$ cat src/rtl/slot_grant_scheduler.sv
// slot_grant_scheduler
//   Round-robin time-slot scheduler sharing one 3-to-8 one-hot enable decoder
//   among 2**IDX_W requesters. A granted requester holds the slot for a
//   programmable number of cycles (or until it drops its request, pulses its
//   release bit, or the scheduler is disabled). Every slot is followed by a
//   single guard cycle with all grant outputs low.
//
// Ports
//   clk, rst_n         clock (rising edge), async active-low reset
//   enable             scheduler enable; low stops new grants, ends a slot
//   req[N-1:0]         per-requester level request
//   slot_release[N-1:0] per-requester one-cycle early end-of-slot. The name
//                      differs from plain "release" because that word is a
//                      reserved keyword.
//   slot_len[SLOT_W-1:0] slot length in cycles, sampled at grant (0 acts as 1)
//   grant_valid        a slot is active
//   grant_idx          index of the granted requester
//   grant_onehot       1<<grant_idx while grant_valid, else 0
//   slot_start         pulse on the first cycle of each slot
//   idle               scheduler is in IDLE
module slot_grant_scheduler #(
  parameter int IDX_W  = 3,
  parameter int SLOT_W = 8
) (
  input  logic                  clk,
  input  logic                  rst_n,
  input  logic                  enable,
  input  logic [2**IDX_W-1:0]   req,
  input  logic [2**IDX_W-1:0]   slot_release,
  input  logic [SLOT_W-1:0]     slot_len,
  output logic                  grant_valid,
  output logic [IDX_W-1:0]      grant_idx,
  output logic [2**IDX_W-1:0]   grant_onehot,
  output logic                  slot_start,
  output logic                  idle
);
  localparam int N = 2**IDX_W;

  typedef enum logic [1:0] {IDLE, HOLD, GUARD} state_t;

  state_t              state, state_d;
  logic [IDX_W-1:0]    last_idx, last_d, idx_d;
  logic [SLOT_W-1:0]   len_q, len_d, cnt, cnt_d;
  logic                start_d;

  // Round-robin search: first set request at or after last_idx+1, wrapping.
  // The index adder wraps naturally at IDX_W bits.
  logic                found;
  logic [IDX_W-1:0]    win, cand;

  always_comb begin
    found = 1'b0;
    win   = '0;
    cand  = '0;
    for (int i = 1; i <= N; i++) begin
      cand = last_idx + IDX_W'(i);
      if (!found && req[cand]) begin
        found = 1'b1;
        win   = cand;
      end
    end
  end

  logic term;
  assign term = (cnt == len_q) || slot_release[grant_idx] ||
                !req[grant_idx] || !enable;

  always_comb begin
    state_d = state;
    last_d  = last_idx;
    idx_d   = grant_idx;
    len_d   = len_q;
    cnt_d   = cnt;
    start_d = 1'b0;
    case (state)
      IDLE, GUARD: begin
        if (enable && found) begin
          state_d = HOLD;
          idx_d   = win;
          last_d  = win;
          len_d   = (slot_len == '0) ? SLOT_W'(1) : slot_len;
          cnt_d   = SLOT_W'(1);
          start_d = 1'b1;
        end else begin
          state_d = IDLE;
        end
      end
      HOLD: begin
        if (term) state_d = GUARD;
        else      cnt_d   = cnt + SLOT_W'(1);
      end
      default: state_d = IDLE;
    endcase
  end

  // One-hot decode of the next index, registered together with the index so
  // the enable fan-out sees a glitch-free flop output.
  logic [N-1:0] dec_d;
  for (genvar g = 0; g < N; g++) begin : g_dec
    assign dec_d[g] = (state_d == HOLD) && (idx_d == IDX_W'(g));
  end

  always_ff @(posedge clk or negedge rst_n) begin
    if (!rst_n) begin
      state        <= IDLE;
      last_idx     <= '1;
      grant_idx    <= '0;
      len_q        <= '0;
      cnt          <= '0;
      grant_valid  <= 1'b0;
      grant_onehot <= '0;
      slot_start   <= 1'b0;
      idle         <= 1'b1;
    end else begin
      state        <= state_d;
      last_idx     <= last_d;
      grant_idx    <= idx_d;
      len_q        <= len_d;
      cnt          <= cnt_d;
      grant_valid  <= (state_d == HOLD);
      grant_onehot <= dec_d;
      slot_start   <= start_d;
      idle         <= (state_d == IDLE);
    end
  end

endmodule

$ cat config.mk
export PLATFORM = sky130hd
export DESIGN_NAME = slot_grant_scheduler
export DESIGN_NICKNAME = d
export VERILOG_FILES = /design/src/rtl/slot_grant_scheduler.sv
export SDC_FILE = /design/constraint.sdc
export NUM_CORES = 1
export LEC_CHECK = 0
export CAP_MARGIN = 20
export CORE_MARGIN = 5
export CORE_UTILIZATION = 49
export DETAILED_ROUTE_END_ITERATION = 16
export PLACE_DENSITY = 0.77
export SYNTH_ARGS = -nofsm -noshare
export SYNTH_HDL_FRONTEND = slang
export SYNTH_SLANG_ARGS = --single-unit
$ cat constraint.sdc
create_clock -name clk -period 3.9 [get_ports clk]
set_clock_uncertainty 0.1 [all_clocks]
set_input_delay 0.78 -clock clk [delete_from_list [all_inputs] [get_ports clk]]
set_output_delay 0.78 -clock clk [all_outputs]
set_load 0.02 [all_outputs]
Word level (Yosys, flattened, before mapping). Cells that the tools add are included.

Latch bits: 0. Register bits: 35. Bits in writable memories: 0. Memories kept: 0. Logic and storage cells: 122. ROM bits: 0.

Order comparisons: 9. Muxes and demuxes: 47. Div/mod/pow operators: 0. Multipliers: 0. Add/sub/neg operators: 8. Bitwise operators: 0. Reduce and logical (&&, ||, !) cells: 36. Equal/unequal tests: 13. Shifts and indexed selects: 0.

Operators by type and width (number): $lt A3 B4 Y1 const B (9); $bmux W1 S3 (10); $mux W3 (10); $mux W8 (3); $mux W1 (21); $logic_and A1 B1 Y1 (16); $pmux W8 S2 (1); $add A3 B3 Y3 const B (4); $eq A3 B3 Y1 const B (4); $logic_not A1 Y1 (9); $add A8 B1 Y8 const B (1); $eq A8 B8 Y1 (1); $logic_not A8 Y1 (1); $add A3 B2 Y3 const B (2); $eq A3 B2 Y1 const B (2); $eq A2 B1 Y1 const B (2); $logic_not A2 Y1 (2); $ne A2 B2 Y1 const B (2); $pmux W2 S2 (1); $add A3 B1 Y3 const B (1); $eq A3 B1 Y1 const B (1); $logic_not A3 Y1 (1); $logic_or A1 B1 Y1 (3); $reduce_and A3 Y1 (1); 5 further kinds (5).

Depth between registers and ports, before layout. Gate-level depths: netlist (run 1).

Word-level depth: 30. Gate-level depth with buffers: 14.

Worst setup path before layout (run 1). Ideal clock, no wire load.

Path type: register to register. Start: reg last_idx[1]. End: reg grant_onehot[3]. Buffers on the path: 4. Path slack: 0.141 ns. Setup time: 0.120 ns. Stages on the path, launching flop included: 14. Data arrival time: 3.539 ns. Data required time: 3.680 ns. Path through: dfstp_2 > buf_6 > buf_4 > inv_1 > ha_1 > buf_6 > mux2_1 > mux4_2 > or3_4 > o31a_1 > or2_1 > buf_2 > nor3b_1 > and3_1.

Cells in the longest elaborated chain, start to end: 30. Elaborated cells on any way between the ends: 61. Classes of those cells: add/sub (7); eq/ne (2); mux (36); reduce/logical (16).

Ends and longest elaborated chain: start: declaration (RTL line 42) `logic [IDX_W-1:0] last_idx, last_d, idx_d;`; start signal: assignment (RTL line 116) `last_idx <= last_d;`; $add A3 B1 Y3 (RTL line 56) `cand = last_idx + IDX_W'(i);`; $bmux W1 S3 (RTL line 57) `if (!found && req[cand]) begin`; $mux W1 (implied by the code) (RTL line 57); $mux W1 (RTL line 57); $logic_not A1 Y1 (RTL line 57); $logic_and A1 B1 Y1 (RTL line 57); $mux W1 (RTL line 57); $logic_not A1 Y1 (RTL line 57); [... 16 more ...]; $mux W1 * (RTL line 57); $logic_and A1 B1 Y1 * (RTL line 77) `if (enable && found) begin`; $mux W1 * (RTL line 77); $pmux W2 S2 * (RTL line 75) `case (state)`; named net state_d[0] (RTL line 41) `state_t state, state_d;`; $eq A2 B1 Y1 * (RTL line 100) `assign dec_d[g] = (state_d == HOLD) && (idx_d == IDX_W'(g));`; $logic_and A1 B1 Y1 * (RTL line 100); named net dec_d[3] (RTL line 98) `logic [N-1:0] dec_d;`; end signal: assignment (RTL line 111) `grant_onehot <= '0;`; end signal: assignment (RTL line 121) `grant_onehot <= dec_d;`; end: declaration (RTL line 33) `output logic [2**IDX_W-1:0] grant_onehot,`.

Mark *: on every way through the listed nets, which the timed path passes. The rest lies on a longest branch. The select of a mux whose other input is x is not followed. A chain may end at the register's enable or synchronous reset.

Final worst setup path (run 1).
Start: in req[2]. End: reg grant_onehot[3].

Cells in the longest elaborated chain, start to end: 29. Elaborated cells on any way between the ends: 60. Classes of those cells: eq/ne (2); mux (39); reduce/logical (19).

Ends and longest elaborated chain: start: declaration (RTL line 28) `input logic [2**IDX_W-1:0] req,`; $bmux W1 S3 (RTL line 57); $mux W1 (implied by the code) (RTL line 57); $mux W1 (RTL line 57); $logic_not A1 Y1 (RTL line 57); $logic_and A1 B1 Y1 (RTL line 57); $mux W1 (RTL line 57); $logic_not A1 Y1 (RTL line 57); $logic_and A1 B1 Y1 (RTL line 57); [... 15 more ...]; $mux W1 (RTL line 57); $logic_and A1 B1 Y1 (RTL line 77); $mux W3 * (RTL line 77); $mux W3 * (RTL line 75); named net idx_d[0] (RTL line 42); $eq A3 B2 Y1 * (RTL line 100); $logic_and A1 B1 Y1 * (RTL line 100); named net dec_d[3] (RTL line 98).

Marked as above.

==> results of run 1 <==
-- report_power, final --
part / total [mW] / switching (mW) / internal (mW)
Combinational: 2.12 / 1.07 / 1.05
Sequential: 0.590 / 0.111 / 0.479
Clock: 0.323 / 0.133 / 0.190
Total: 3.03 / 1.31 / 1.72
-- stage by stage --
step                      std cells  hold WS [ps]  setup WS (ps)
after global routing            392           461           49.4
after global placement          383           415           67.7
after detailed placement        383           422           9.94
final                           392           436            269
after floorplan                 258           384            141
after CTS                       391           440           46.5
-- final timing paths --
check                            startpoint              end  depth (start not counted)  slack, ps
worst max-delay path                 req[2]  grant_onehot[3]                          9        270
worst max register to register  last_idx[1]  grant_onehot[5]                         10        290
worst min-delay path               len_q[4]         len_q[4]                          1        440
min in group asynchronous             rst_n         len_q[0]                          2        790
worst min register to register     len_q[4]         len_q[4]                          1        440
max in group asynchronous             rst_n      last_idx[2]                          2       2570
-- kinds of logic after synthesis --
kind of cell    after synthesis
buf+inv                      25
mux                          47
flops                        35
compound gates               51
simple gates                 79
fa+ha+maj                     3
xor+xnor                     18
-- repair_timing --
item / CTS / global route
setup buffers: 0 / 1
endpoints found under the setup margin: 0 / 8
resized for setup: 0 / 2
-- cell usage after synthesis, types with 5 or more instances --
master / count
mux2i_1: 17
nand2_1: 15
a21o_1: 5
a21oi_1: 12
mux2_2: 13
o21ai_0: 6
nor2_1: 22
inv_1: 11
xor2_1: 8
mux4_2: 11
clkbuf_1: 5
dfrtp_1: 31
nand4_1: 6
mux2_1: 6
xnor2_1: 9
nor3_1: 7
-- flip-flops by register name, indices dropped and copies added, names as in the netlist --
| name | cells |
|---|---|
| slot_start | 1 |
| idle | 1 |
| last_idx | 3 |
| cnt | 8 |
| state | 2 |
| len_q | 8 |
| grant_onehot | 8 |
| grant_valid | 1 |
| grant_idx | 3 |
-- worst reg2reg max path, stage by stage, from the launching register on --
cell and delay (ps):
dfstp_2 530, buf_4 270, ha_1 360, xor2_1 310
mux2i_1 260, a221oi_2 120, or3_4 440, or3_1 390
a221oi_2 300, a21o_2 210, and4b_1 210
-- metal layers --
layer / part of all wire (%) / vias up / GRT usage, %
li1: - / 1090 / -
met1: 47 / 1079 / 27.6
met3: 6.0 / 9 / 3.95
met5: 0 / - / 0
met2: 46 / 57 / 29.8
met4: 1.3 / 0 / 4.82
-- final cells by class --
class                           instances  area (sq um)
Clock inverter                          3          43.8
Multi-Input combinational cell        198          1680
Inverter                               12          45.0
Clock buffer                            5          68.8
Fill cell                             410          1780
Timing Repair Buffer                   69           618
Sequential cell                        35           881
Tap cell                               70          87.6
==> run metrics, run 1 <==
Mapped Cells 258; CTS Buffer Depth 2; gr usage total 19.2%; Mapped Area 2670 sq um; RSZ-0062 raised after global routing no; Final TNS setup 0 ps; post-synthesis cell type count 59; Crit Path Class in2reg; critical path required time 4020 ps; min Tclk post-route 3630 ps; Post-Synth XOR/XNOR Area 6.20%; placed cell area 3290 sq um; later-pin clock latency in the skew report 290 ps; crit end category register; final wirelength 6.55 mm; TritonCTS Sinks 35; CP Cell Sequence clkdlybuf4s50_1 -> mux4_2 -> mux2_2 -> a2111oi_2 -> o21ai_0 -> and3_1 -> a2111oi_4 -> buf_4 -> and3_1; top_reg_cell synth dfrtp_1; Most common cell on crit path and3_1; Boundary Pins 41; Pwr Total 3.03 mW; GPL Wtd Cong 0.876; DR vias 2,235; clk slew on worst S/H paths 80 ps; CP bufs+invs 2; worst slew pin tran 440 ps; ranking of synthesized cells by area dfrtp_1, mux4_2, mux2i_1; Syn Nets 288; core region area 5200 sq um; mux cell area share after synthesis 23.7%; number of buffers added on ports 40; antenna cells 0; cell family with most CP delay compound AO/OA/AOI/OAI gates; Starting Density 51.2%; share of cells above drive strength 1 24.8%; warning count from the yosys run 0; Residual DRC 0; fin. max-slew vios 0; global-route wire length before repair 11.0 mm; DR WL/cell 16.7 microns; vias in the first global route 2,236; DIE HEIGHT 83.8 microns; Rows 26; Area growth syn-to-layout 28.4%; Simple-Gate Fraction of Synth Area 15.9%; largest net degree at the start of global routing 36; Initial DRC Count 119; largest area contributor in the netlist dfrtp_1; relative slew slack 69.9%; final worst path period share 93.1%; CTS buffer count 5; Async S/R FF share, synth 100%; Max-Cap Viols 0; CP max-delay cell clkdlybuf4s50_1; die area 7010 sq um; Setup violations, final 0; most frequent cells in the layout clkdlybuf4s50_1, dfrtp_1, buf_4; TritonRoute pass-1 iters 4; Max Freq 275 MHz; DPL Wire Length 4.89 mm; root cell of the clock tree clkbuf_8; Fin. Hold Viols 0; Nets 351; Post-synth EDFFs 0; initial antenna violation count 0; width of the die 83.8 microns; via/cell ratio 5.70; leakage power 1.45 nW; Yosys reg bits 35; Worst EP arrival 3750 ps; status finished clean; sequential share of the synthesized area 33.1%; most common cell after layout, fill and taps aside clkdlybuf4s50_1; largest family of logic cells by synthesized area multiplexers; CP max FO 8; # hold bufs at CTS 0; Post-Route Utilization 65.7%; Peak VDD IR 0.637 mV; CTS tree yes; total gr overflow 0; post-synth top area share 29.1%; post-route antenna net violation count 0; pwr dens 887 nW/um^2; Worst setup SP type input port; cell area after layout 3420 sq um; Compound-Gate Fraction of Synth Area 15.2%; htree depth 2; Slowest Stage Delay on Critical Path 560 ps; syn_area_per_cell 10.3 sq um; Hold WC Path Type reg2reg; post-synthesis adder-cell area fraction 1.41%
(Power assumes the default switching activity.)
==> inputs of run 2 (changes only) <==
==> constraint.sdc (replaced) <==
create_clock -name clk -period 3.9 [get_ports clk]
set_clock_uncertainty 0.1 [all_clocks]
set_input_delay 0.78 -clock clk [delete_from_list [all_inputs] [get_ports clk]]
set_output_delay 0.78 -clock clk [all_outputs]
set_load 0.05 [all_outputs]
==> results of run 2 <==
Same layout as run 1 (identical final DEF). Status: finished clean.
Main changes from that run: total power 3.03 mW -> 3.14 mW; worst IR drop on VDD 0.637 mV -> 0.801 mV
==> inputs of run 3 (changes only) <==
Settings changed: CORE_MARGIN 5 to 2, SETUP_SLACK_MARGIN set to 0.02.
==> run 3 against run 2 <==
Effect of this change: design area decreased by 1.1%; critical path depth increased by 2; first-iteration DRC count increased by 30%; combinational power decreased by 4%; via count increased by 0.31%; routed wire length decreased by 1.6%; sequential share of layout area increased by 0.28 points; non-clock buffer count decreased by 2; register-to-register slack got worse by 20 ps; count of clock-buffer cells in the layout increased by 2.
==> run metrics, run 3 (synthesis gave the netlist of run 1 again) <==
Setup Fix Bufs, Post-CTS 0 (unchanged); number of buffers added on ports 40 (unchanged); cell family with most CP delay compound AO/OA/AOI/OAI gates; via/cell ratio 5.75 (+0.83%); Hold Path Sink len_q[1]; gr usage total 22.3% (+3.1 points); DIE HEIGHT 77.8 microns (-7.2%); wire length on met3 229 microns (-42%); Residual DRC 0 (unchanged); TritonCTS Sinks 35 (unchanged); htree depth 2 (unchanged); CTS buffer count 5 (unchanged); Peak VDD IR 0.589 mV; worst min-delay path startpoint len_q[1]; CTS tree yes; Nets 349 (-0.57%); Worst EP arrival 3700 ps (-50 ps); Max-Cap Viols 0 (unchanged); CP Launch Point last_idx[1]; Pwr Total 2.99 mW; Storage cell area 881 sq um (unchanged); die area 6050 sq um (-14%); RSZ-0062 raised after global routing no; largest net degree at the start of global routing 36 (unchanged); DR vias 2,242 (+0.31%); area of the multi-input gates 1680 sq um (unchanged); pre-CTS WS 54.5 ps (+44.6 ps); critical path required time 3970 ps (-50 ps); post-route antenna net violation count 0 (unchanged); reg2reg setup slack 270 ps (-20 ps); clk slew on worst S/H paths 70 ps (about the same); crit end category register; width of the die 77.8 microns (-7.2%); Filler Cells Inserted 414 (+0.98%); share of cells above drive strength 1 24.1% (-0.78 points); Setup violations, final 0 (unchanged); core region area 5170 sq um (-0.62%); r2r startpoint last_idx[1]; DR WL/cell 16.5 microns (-1.1%); initial antenna violation count 0 (unchanged); Initial DRC Count 155 (+30%); Max Freq 275 MHz (about the same); GPL Wtd Cong 0.898 (+2.6%); relative slew slack 62.6%; later-pin clock latency in the skew report 290 ps (about the same); TritonRoute pass-1 iters 4 (unchanged); Final TNS setup 0 ps (unchanged); pwr dens 884 nW/um^2; Fin. Hold Viols 0 (unchanged); leakage power 1.43 nW (-1.4%); vias in the first global route 2,220 (-0.72%); global-route wire length before repair 10.7 mm (-3.1%); Largest regs cnt x8, grant_onehot x8, len_q x8; final worst path period share 93.2% (about the same); CP Cell Sequence buf_4 -> ha_1 -> xnor2_2 -> mux2i_1 -> a211o_2 -> a21oi_1 -> o311ai_0 -> a21oi_1 -> a2111oi_4 -> buf_4 -> and4bb_1; DPL Wire Length 4.79 mm (-2.0%); Rows 26 (unchanged); Worst setup SP type register; fin. max-slew vios 0 (unchanged); metal2 WL 3.20 mm (+7.2%); antenna cells 0 (unchanged); R2R cell count 11 (+1); Hold WC Path Type reg2reg; M1 wire length 2.90 mm (-5.8%); final wirelength 6.44 mm (-1.6%); most common cell after layout, fill and taps aside clkdlybuf4s50_1; worst hold path depth 1 (unchanged); reg-to-reg endpoint grant_onehot[2]; Crit Path Class reg2reg; Slowest Stage Delay on Critical Path 530 ps (-30 ps); worst slew pin tran 546 ps; min Tclk post-route 3630 ps (+1.97 ps); Setup WS post-layout 267 ps (-1.97 ps); CP max-delay cell dfstp_2; highest metal used met4; CP bufs+invs 2 (unchanged); Starting Density 51.5% (+0.32 points); most frequent cells in the layout clkdlybuf4s50_1, dfrtp_1, buf_4; Boundary Pins 41 (unchanged); status finished clean; total gr overflow 0 (unchanged); CTS Buffer Depth 2 (unchanged); CP max FO 18 (+10); root cell of the clock tree clkbuf_8; Area growth syn-to-layout 27.0%
==> run 3: routing by layer <==
layer,track usage [%],vias to the layer above
met5,0,-
met4,7.86,0
met3,3.60,11
met2,38.1,57
met1,28.6,1085
li1,-,1089
==> run 3: worst reg2reg max path, stage by stage, from the launching register on <==
cell and delay (ps):
dfstp_2 530, buf_4 270, ha_1 340, xnor2_2 220, mux2i_1 310, a211o_2 210, a21oi_1 60, o311ai_0 510
a21oi_1 210, a2111oi_4 340, buf_4 210, and4bb_1 200
==> run 3: final cells by class <==
type                       instances  share of cell area (%)
tap                               70                    2.59
sequential                        35                    26.0
multi-input combinational        198                    49.5
timing repair buffer              67                    17.8
clock buffer                       7                    2.55
clock inverter                     1                   0.148
inverter                          12                    1.33
==> run 3: worst max-delay path by stage <==
stage | cells after the start | to | slack (ps)
6_report | 11 | grant_onehot[2] | 270
5_1_grt | 11 | grant_onehot[2] | 130
4_1_cts | 9 | grant_onehot[5] | 50
3_5_place_dp | 8 | grant_onehot[5] | 50
3_3_place_gp | 8 | grant_onehot[5] | 110
2_1_floorplan | 13 | grant_onehot[3] | 140
==> run 3: timing repair <==
item | 4_1_cts | 5_1_grt
setup endpoints to repair | 0 | 8
gates resized for setup | 0 | 2
hold buffers | 0 | 0
==> run 3: metrics by stage <==
step                      instance area, sq um  util (%)  hold slack (ps)  cells
final                                     3380      65.4              434    390
after global routing                      3380      65.4              452    390
after CTS                                 3370      65.2              438    390
after detailed placement                  3280      63.4              422    382
after global placement                    3280      63.4              419    382
after floorplan                           2670         -              384    258
==> run 3: where the power goes <==
group	total (mW)	switching, mW	internal, mW	leakage [nW]
combinational	2.14	1.14	0.999	0.947
clock	0.263	0.120	0.142	0.0482
sequential	0.589	0.110	0.479	0.438
